## config.mk

```make
export PLATFORM = sky130hd
export DESIGN_NAME = id_stage
export DESIGN_NICKNAME = d
export VERILOG_FILES = /design/src/rtl/id_stage_pkg.sv /design/src/rtl/id_stage_regfile.sv /design/src/rtl/id_stage.sv
export SDC_FILE = /design/constraint.sdc
export NUM_CORES = 2
export LEC_CHECK = 0
export BUFFER_PORTS_ARGS = -buffer_cell sky130_fd_sc_hd__buf_2
export CAP_MARGIN = 5
export CORE_MARGIN = 3
export CORE_UTILIZATION = 60
export CTS_CLUSTER_DIAMETER = 50
export CTS_CLUSTER_SIZE = 10
export DETAILED_ROUTE_END_ITERATION = 8
export PLACE_DENSITY_LB_ADDON = 0.08
export RECOVER_POWER = 25
export SLEW_MARGIN = 20
export SYNTH_ARGS = -nofsm -noshare
export SYNTH_HDL_FRONTEND = slang
export SYNTH_SLANG_ARGS = --single-unit
```

## constraint.sdc

```tcl
create_clock -name clk -period 3.4 [get_ports clk]
set_clock_uncertainty 0.15 [all_clocks]
set_input_delay 0.68 -clock clk [delete_from_list [all_inputs] [get_ports clk]]
set_output_delay 0.68 -clock clk [all_outputs]
set_load 0.005 [all_outputs]
```

## src/rtl/id_stage_pkg.sv

```systemverilog
// Shared pipeline definitions: RV32I opcodes, immediate formats, ALU op encoding
// and the decoded control bundle carried from ID into EX.
package id_stage_pkg;

    localparam logic [6:0] OPC_LUI    = 7'b0110111;
    localparam logic [6:0] OPC_AUIPC  = 7'b0010111;
    localparam logic [6:0] OPC_JAL    = 7'b1101111;
    localparam logic [6:0] OPC_JALR   = 7'b1100111;
    localparam logic [6:0] OPC_BRANCH = 7'b1100011;
    localparam logic [6:0] OPC_LOAD   = 7'b0000011;
    localparam logic [6:0] OPC_STORE  = 7'b0100011;
    localparam logic [6:0] OPC_OP_IMM = 7'b0010011;
    localparam logic [6:0] OPC_OP     = 7'b0110011;

    typedef enum logic [2:0] {
        IMM_NONE,
        IMM_I,
        IMM_S,
        IMM_B,
        IMM_U,
        IMM_J
    } imm_fmt_e;

    // Low three bits follow funct3; bit 3 is the funct7[5] "alternate" select.
    localparam logic [3:0] ALU_ADD    = 4'b0000;
    localparam logic [3:0] ALU_SLL    = 4'b0001;
    localparam logic [3:0] ALU_SLT    = 4'b0010;
    localparam logic [3:0] ALU_SLTU   = 4'b0011;
    localparam logic [3:0] ALU_XOR    = 4'b0100;
    localparam logic [3:0] ALU_SRL    = 4'b0101;
    localparam logic [3:0] ALU_OR     = 4'b0110;
    localparam logic [3:0] ALU_AND    = 4'b0111;
    localparam logic [3:0] ALU_SUB    = 4'b1000;
    localparam logic [3:0] ALU_SRA    = 4'b1101;
    localparam logic [3:0] ALU_PASS_B = 4'b1111;

    typedef struct packed {
        logic [3:0] alu_op;
        logic       alu_src;
        logic       mem_read;
        logic       mem_write;
        logic       reg_write;
        logic       mem_to_reg;
        logic       branch;
        logic       jump;
        logic       illegal;
    } ctrl_t;

    // Sign-extended immediate for a given format; B/J carry an implicit bit 0 of zero.
    function automatic logic [31:0] gen_imm(input logic [31:0] ins, input imm_fmt_e fmt);
        case (fmt)
            IMM_I:   return {{20{ins[31]}}, ins[31:20]};
            IMM_S:   return {{20{ins[31]}}, ins[31:25], ins[11:7]};
            IMM_B:   return {{19{ins[31]}}, ins[31], ins[7], ins[30:25], ins[11:8], 1'b0};
            IMM_U:   return {ins[31:12], 12'h000};
            IMM_J:   return {{11{ins[31]}}, ins[31], ins[19:12], ins[20], ins[30:21], 1'b0};
            default: return 32'h0;
        endcase
    endfunction

    // funct3 -> ALU op; alt selects SUB/SRA where the encoding has one.
    function automatic logic [3:0] alu_from_funct(input logic [2:0] f3, input logic alt);
        case (f3)
            3'b000:  return alt ? ALU_SUB : ALU_ADD;
            3'b001:  return ALU_SLL;
            3'b010:  return ALU_SLT;
            3'b011:  return ALU_SLTU;
            3'b100:  return ALU_XOR;
            3'b101:  return alt ? ALU_SRA : ALU_SRL;
            3'b110:  return ALU_OR;
            default: return ALU_AND;
        endcase
    endfunction

endpackage

```

## src/rtl/id_stage_regfile.sv

```systemverilog
// 32x32 integer register file: two combinational read ports with write-through
// bypass, one synchronous write port, x0 hardwired to zero.
module regfile (
    input  logic        clk,
    input  logic        rst,
    input  logic        we,
    input  logic [4:0]  waddr,
    input  logic [31:0] wdata,
    input  logic [4:0]  raddr1,
    output logic [31:0] rdata1,
    input  logic [4:0]  raddr2,
    output logic [31:0] rdata2
);

    logic [31:0] regs [32];
    logic        wr_ok;

    assign wr_ok = we && (waddr != 5'd0);

    // Storage: cleared on reset, x0 never written.
    always_ff @(posedge clk) begin
        if (rst) begin
            for (int i = 0; i < 32; i++) regs[i] <= '0;
        end else if (wr_ok) begin
            regs[waddr] <= wdata;
        end
    end

    // A write landing this cycle is visible to a same-cycle read of that register.
    assign rdata1 = (raddr1 == 5'd0)               ? 32'h0 :
                    (wr_ok && (waddr == raddr1))   ? wdata : regs[raddr1];
    assign rdata2 = (raddr2 == 5'd0)               ? 32'h0 :
                    (wr_ok && (waddr == raddr2))   ? wdata : regs[raddr2];

endmodule

```

## src/rtl/id_stage.sv

```systemverilog
// Instruction decode stage: RV32I decoder, register file read, load-use hazard
// detection and the ID/EX pipeline register.
module id_stage
    import id_stage_pkg::*;
#(
    parameter logic [31:0] RESET_PC_PLUS4 = 32'h00000004
) (
    input  logic        clk,
    input  logic        rst,
    input  logic [31:0] if_id_pc,
    input  logic [31:0] if_id_instruction,
    input  logic        mem_stall,
    input  logic        id_flush,
    input  logic        wb_reg_write,
    input  logic [4:0]  wb_rd,
    input  logic [31:0] wb_data,
    output logic        load_use_stall,
    output logic [31:0] id_ex_pc,
    output logic [31:0] id_ex_rs1_data,
    output logic [31:0] id_ex_rs2_data,
    output logic [31:0] id_ex_imm,
    output logic [4:0]  id_ex_rs1,
    output logic [4:0]  id_ex_rs2,
    output logic [4:0]  id_ex_rd,
    output logic [3:0]  id_ex_alu_op,
    output logic        id_ex_alu_src,
    output logic        id_ex_mem_read,
    output logic        id_ex_mem_write,
    output logic        id_ex_reg_write,
    output logic        id_ex_mem_to_reg,
    output logic        id_ex_branch,
    output logic        id_ex_jump,
    output logic        id_ex_illegal
);

    logic [31:0] ins;
    logic [6:0]  opcode;
    logic [2:0]  funct3;
    ctrl_t       dec_ctrl;
    imm_fmt_e    imm_fmt;
    logic        use_rs1;
    logic        use_rs2;
    logic [4:0]  rs1_addr;
    logic [4:0]  rs2_addr;
    logic [4:0]  rd_addr;
    logic [31:0] imm;
    logic [31:0] rs1_data;
    logic [31:0] rs2_data;
    logic        squash;
    ctrl_t       ex_ctrl;

    assign ins    = if_id_instruction;
    assign opcode = ins[6:0];
    assign funct3 = ins[14:12];

    // Opcode decode; anything unrecognised falls out as an illegal NOP.
    always_comb begin
        dec_ctrl = '0;
        imm_fmt  = IMM_NONE;
        use_rs1  = 1'b0;
        use_rs2  = 1'b0;
        case (opcode)
            OPC_LUI: begin
                imm_fmt = IMM_U;  dec_ctrl.alu_op = ALU_PASS_B;
                dec_ctrl.alu_src = 1'b1;  dec_ctrl.reg_write = 1'b1;
            end
            OPC_AUIPC: begin
                imm_fmt = IMM_U;  dec_ctrl.alu_op = ALU_ADD;
                dec_ctrl.alu_src = 1'b1;  dec_ctrl.reg_write = 1'b1;
            end
            OPC_JAL: begin
                imm_fmt = IMM_J;  dec_ctrl.alu_op = ALU_ADD;
                dec_ctrl.jump = 1'b1;  dec_ctrl.reg_write = 1'b1;
            end
            OPC_JALR: begin
                imm_fmt = IMM_I;  use_rs1 = 1'b1;  dec_ctrl.alu_op = ALU_ADD;
                dec_ctrl.alu_src = 1'b1;  dec_ctrl.jump = 1'b1;  dec_ctrl.reg_write = 1'b1;
            end
            OPC_BRANCH: begin
                imm_fmt = IMM_B;  use_rs1 = 1'b1;  use_rs2 = 1'b1;
                dec_ctrl.alu_op = ALU_SUB;  dec_ctrl.branch = 1'b1;
            end
            OPC_LOAD: begin
                imm_fmt = IMM_I;  use_rs1 = 1'b1;  dec_ctrl.alu_op = ALU_ADD;
                dec_ctrl.alu_src = 1'b1;  dec_ctrl.mem_read = 1'b1;
                dec_ctrl.reg_write = 1'b1;  dec_ctrl.mem_to_reg = 1'b1;
            end
            OPC_STORE: begin
                imm_fmt = IMM_S;  use_rs1 = 1'b1;  use_rs2 = 1'b1;
                dec_ctrl.alu_op = ALU_ADD;  dec_ctrl.alu_src = 1'b1;  dec_ctrl.mem_write = 1'b1;
            end
            OPC_OP_IMM: begin
                // imm[10] doubles as funct7[5] only for the right-shift encoding
                imm_fmt = IMM_I;  use_rs1 = 1'b1;
                dec_ctrl.alu_op    = alu_from_funct(funct3, (funct3 == 3'b101) && ins[30]);
                dec_ctrl.alu_src   = 1'b1;  dec_ctrl.reg_write = 1'b1;
            end
            OPC_OP: begin
                use_rs1 = 1'b1;  use_rs2 = 1'b1;
                dec_ctrl.alu_op    = alu_from_funct(funct3, ins[30]);
                dec_ctrl.reg_write = 1'b1;
            end
            default: dec_ctrl.illegal = 1'b1;
        endcase
    end

    // Unused register fields are zeroed so EX forwarding never matches stray bits.
    assign rs1_addr = use_rs1 ? ins[19:15] : 5'd0;
    assign rs2_addr = use_rs2 ? ins[24:20] : 5'd0;
    assign rd_addr  = dec_ctrl.reg_write ? ins[11:7] : 5'd0;
    assign imm      = gen_imm(ins, imm_fmt);

    regfile u_regfile (
        .clk    (clk),
        .rst    (rst),
        .we     (wb_reg_write),
        .waddr  (wb_rd),
        .wdata  (wb_data),
        .raddr1 (rs1_addr),
        .rdata1 (rs1_data),
        .raddr2 (rs2_addr),
        .rdata2 (rs2_data)
    );

    // A load in EX whose destination feeds this instruction must wait one cycle.
    assign load_use_stall = ex_ctrl.mem_read && (id_ex_rd != 5'd0) &&
                            ((use_rs1 && (ins[19:15] == id_ex_rd)) ||
                             (use_rs2 && (ins[24:20] == id_ex_rd)));

    assign squash = id_flush || load_use_stall;

    // ID/EX register: reset/bubble, hold on mem_stall, otherwise capture decode.
    always_ff @(posedge clk) begin
        if (rst || (!mem_stall && squash)) begin
            id_ex_pc       <= RESET_PC_PLUS4;
            id_ex_rs1_data <= '0;
            id_ex_rs2_data <= '0;
            id_ex_imm      <= '0;
            id_ex_rs1      <= '0;
            id_ex_rs2      <= '0;
            id_ex_rd       <= '0;
            ex_ctrl        <= '0;
        end else if (!mem_stall) begin
            id_ex_pc       <= if_id_pc;
            id_ex_rs1_data <= rs1_data;
            id_ex_rs2_data <= rs2_data;
            id_ex_imm      <= imm;
            id_ex_rs1      <= rs1_addr;
            id_ex_rs2      <= rs2_addr;
            id_ex_rd       <= rd_addr;
            ex_ctrl        <= dec_ctrl;
        end
    end

    assign id_ex_alu_op     = ex_ctrl.alu_op;
    assign id_ex_alu_src    = ex_ctrl.alu_src;
    assign id_ex_mem_read   = ex_ctrl.mem_read;
    assign id_ex_mem_write  = ex_ctrl.mem_write;
    assign id_ex_reg_write  = ex_ctrl.reg_write;
    assign id_ex_mem_to_reg = ex_ctrl.mem_to_reg;
    assign id_ex_branch     = ex_ctrl.branch;
    assign id_ex_jump       = ex_ctrl.jump;
    assign id_ex_illegal    = ex_ctrl.illegal;

endmodule

```

==> run summary <==
• **number of cell instances on the worst register-to-register path** 8
• **number of DRC markers in iteration 0** 8,985
• **initial standard-cell utilization of the core** 61.0%
• **internal reg-to-reg setup slack** 0.82 ns
• **Num Clock Sinks** 1,178
• **Final setup viols** 0
• **beginning of the worst hold path** if_id_pc[3]
• **largest voltage drop on the vdd net** 0.000558 V
• **proportion of total power due to net switching** 24.6%
• **wire length of the first global-routing pass** 355 mm
• **most area-hungry cell type in the Yosys netlist** sky130_fd_sc_hd__edfxtp_1
• **data required time of the critical path** 3.62 ns
• **setup repair after global routing missed its margin** false
• **fin crit period** 3.33 ns
• **Synth async-reset ratio** 0%
• **number of top-level pins** 262
• **number of global-route vias before repair** 51,400
• **cell with the largest stage delay on the worst path** sky130_fd_sc_hd__clkbuf_2
• **synthesis warning total** 0
• **routability cong.** 0.977
• **placed standard-cell area** 68,800 sq um
• **overall die width** 329 microns
• **die outline area** 108,000 sq um
• **total power after layout** 34.2 mW
• **mean post-synth cell area** 11.2 sq um
• **power density over the cells** 469 nW/um^2
• **relative slew slack** -43.7%
• **Top reg by flops** u_regfile.regs
• **number of synthesized flops with an enable pin** 1,024
• **Clock power frac** 41.6%
• **total wire length** 250 mm
• **clock tree from TritonCTS** done
• **Layout fillers** 7,419
• **area of all placed cells without fillers** 73,000 sq um
• **wire length per cell** 33.6 microns
• **buffer type at the clock tree root** sky130_fd_sc_hd__clkbuf_16
• **maximum cell stage delay along the critical path** 1.51 ns
• **max-capacitance violation count** 1
• **terminating pin of the worst hold path** id_ex_pc[3]$_SDFFE_PP0N_
• **hold buffers post-CTS** 7
• **via count** 53,200
• **Total Routing Usage GR** 45.4%
• **net count of the finished layout** 6,087
• **leakage power summed over all cells** 27.5 nW
• **TritonCTS buffer count** 146
• **die boundary height** 329 microns
• **CTS resizes** 0
• **Post-synth top flop** sky130_fd_sc_hd__edfxtp_1
• **sequential cell area fraction in the yosys report** 54.0%
• **DP HPWL** 164 mm
• **drt drc** 0
• **type of element capturing the critical path** flip-flop
• **class of the most critical hold timing path** input pin to flip-flop
• **Largest register FFs** 1,024
• **number of buffers between clock root and the deepest sink** 3
• **final critical-path setup slack** 0.0734 ns
• **Syn Std Cell Area** 62,700 sq um
• **maximum net fanout on the critical path** 63
• **critical setup path kind** input pin to flip-flop
• **FF-to-FF End** id_ex_rs1_data[6]$_SDFFE_PP0N_
• **#FFs+latches synth** 1,178
• **slew of the pin with the lowest slew margin** 2.15 ns
• **worst-skew pair later-pin latency** 0.77 ns
• **initial antenna violation count** 15
• **end-of-flow core utilization** 71.0%
• **instance count of the mapped netlist** 5,590
• **core region area** 103,000 sq um
• **final hold violation count** 0
• **Fmax** 301 MHz
• **part of the total power dissipated in combinational logic** 9.0%
• **Congestion Overflow GR** 0
• **Internal Pwr Total** 25.8 mW
• **H-tree levels** 4
• **number of slew-limit violations in the final report** 64
• **result of the run** finished, violations left
• **power share of the sequential group** 49.4%
• **post-route clock period utilization** 97.8%
• **placement-stage worst setup slack** -0.251 ns
• **biggest area contributors in the synthesized netlist** sky130_fd_sc_hd__edfxtp_1 49%, sky130_fd_sc_hd__and2_1 10%, sky130_fd_sc_hd__mux2i_1 6.8%, sky130_fd_sc_hd__dfxtp_1 4.9%, sky130_fd_sc_hd__a221oi_1 3.2%
• **row count** 117
• **layout overhead on the synthesized area** 16.5%
• **residual antenna-violating net count after detailed routing** 0
• **violations in the final reports** capacitance limit, slew limit
• **cell chain of the critical path** clkbuf_1 > clkbuf_2 > or2_2 > clkbuf_4
• **switching power of the nets** 8.41 mW
• **crit start category** input pin
• **number of search-and-repair iterations in the first detailed-routing pass** 9
• **Port Buf Inserts** 261
• **arrival time at the worst endpoint** 3.55 ns
• **number of distinct library cell variants in the gate-level netlist after synthesis** 96
• **top-area cell type share of the netlist area** 49.1%
• **buffers inserted by post-CTS timing repair** 0
• **detail-routed via count per cell** 7.15
• **clock edge transition at the registers on the reported setup and hold paths** 0.05 ns
• **reg-to-reg critical path startpoint** id_ex_rd[4]$_SDFFE_PP0N_
• **layout cell share with drive strength beyond 1** 20.5%
• **cell depth of the worst min-delay path** 3
• **pin count of the biggest net entering global routing** 100
[worst max path at each step]
stage | startpoint | end | slack, ns | cells past startpoint
floorplan | if_id_instruction[2] | id_ex_rs2_data[1]$_SDFFE_PP0N_ | 0.41 | 10
global placement | if_id_instruction[2] | id_ex_rs2_data[26]$_SDFFE_PP0N_ | -0.23 | 10
detailed placement | if_id_instruction[2] | id_ex_rs2_data[26]$_SDFFE_PP0N_ | -0.25 | 10
CTS | if_id_instruction[2] | load_use_stall | 0.22 | 10
global route | if_id_instruction[21] | load_use_stall | 0.14 | 9
finish | rst | u_regfile.regs[2][23]$_SDFFCE_PN0P_ | 0.07 | 4
[logic make-up after synthesis]
| logic type | after synthesis | synth area share [%] |
|---|---|---|
| AND/OR/NAND/NOR | 1866 | 16.9 |
| AO/OA/AOI/OAI | 1298 | 14.8 |
| flip-flops | 1178 | 54.0 |
| buffers and inverters | 667 | 4.60 |
| multiplexers | 564 | 9.54 |
| XOR/XNOR | 16 | 0.224 |
| other | 1 | 0.00598 |
[metrics by stage]
stage | instances | setup TNS, ns | hold WS, ns
3_5_place_dp | 7194 | -1.92 | 0.312
6_report | 7440 | 0 | 0.0212
4_1_cts | 7431 | 0 | 0.000231
3_3_place_gp | 7194 | -1.32 | 0.307
2_1_floorplan | 5621 | 0 | 0.313
5_1_grt | 7432 | 0 | 0.0266
[synthesized netlist by cell type (11+ instances only)]
library cell,number
sky130_fd_sc_hd__nand3_1,18
sky130_fd_sc_hd__mux2i_1,423
sky130_fd_sc_hd__o311ai_0,32
sky130_fd_sc_hd__a311oi_1,35
sky130_fd_sc_hd__mux4_2,14
sky130_fd_sc_hd__a22oi_1,54
sky130_fd_sc_hd__buf_2,123
sky130_fd_sc_hd__or3_1,33
sky130_fd_sc_hd__and3_1,11
sky130_fd_sc_hd__nand2_1,255
sky130_fd_sc_hd__nor2b_1,43
sky130_fd_sc_hd__nand3b_1,12
sky130_fd_sc_hd__nand4_1,68
sky130_fd_sc_hd__nor2_1,211
sky130_fd_sc_hd__and2_1,1026
sky130_fd_sc_hd__a221o_1,29
sky130_fd_sc_hd__buf_1,34
sky130_fd_sc_hd__mux2_2,126
sky130_fd_sc_hd__o21ai_0,192
sky130_fd_sc_hd__a221oi_1,227
sky130_fd_sc_hd__inv_1,74
sky130_fd_sc_hd__clkbuf_1,396
sky130_fd_sc_hd__dfxtp_1,154
sky130_fd_sc_hd__o2111a_1,11
sky130_fd_sc_hd__nor4_1,49
sky130_fd_sc_hd__buf_6,12
sky130_fd_sc_hd__a211o_1,17
sky130_fd_sc_hd__o211ai_1,47
sky130_fd_sc_hd__or2_2,60
sky130_fd_sc_hd__o22ai_1,36
sky130_fd_sc_hd__o2bb2ai_1,21
sky130_fd_sc_hd__buf_4,22
sky130_fd_sc_hd__edfxtp_1,1024
sky130_fd_sc_hd__a211oi_1,145
sky130_fd_sc_hd__o31ai_1,19
sky130_fd_sc_hd__a31oi_1,43
sky130_fd_sc_hd__nor3_1,42
sky130_fd_sc_hd__a21oi_1,271
sky130_fd_sc_hd__a222oi_1,34
[cells in the final DEF (no fill, tap or decap), drive strengths merged, types with 12 or more instances in the layout]
master	instances
a211oi	146
a211o	17
a31oi	44
buf	760
or3	33
a21oi	272
o311ai	32
nand3	20
mux4	14
a2111oi	12
nand3b	12
mux2	127
clkbuf	233
and2	1026
nand2	256
nand4	69
o21ai	202
nor4	51
o211ai	50
or2	61
mux2i	423
o22ai	36
o31ai	19
conb	32
nor2	213
nor3	46
clkinv	23
edfxtp	1024
a221oi	228
o2bb2ai	21
dfxtp	154
a311oi	35
inv	82
nor2b	43
a222oi	34
a221o	29
a22oi	54
[power by group through the flow]
stage                     Combinational [mW]  Sequential [mW]  Clock, mW
after floorplan                         1.66             17.0          0
after global placement                  2.94             17.1          0
after detailed placement                2.98             17.1          0
after CTS                               3.00             16.9       14.2
after global routing                    3.20             16.9       14.8
final                                   3.09             16.9       14.2
[layout make-up]
class,instances,area (sq um),area share [%]
Inverter,76,285,0.391
Clock buffer,197,4030,5.52
Multi-Input combinational cell,3776,26400,36.1
Antenna cell,9,22.5,0.0308
Clock inverter,33,206,0.283
Timing Repair Buffer,803,6570,9.00
Tap cell,1368,1710,2.34
Sequential cell,1178,33800,46.3
[layer usage]
metal / vias up / track usage, % / part of all wire (%)
met5: - / 0 / 0.037
met3: 1071 / 13.5 / 14
li1: 21700 / - / -
met4: 14 / 31.0 / 8.1
met2: 4607 / 66.4 / 43
met1: 25800 / 58.2 / 35
[worst max-delay path, delay by kind of cell]
family	cells	cell delay (ns)
buf+inv	3	2.41
simple gates	1	0.31
(Power assumes the default switching activity.)
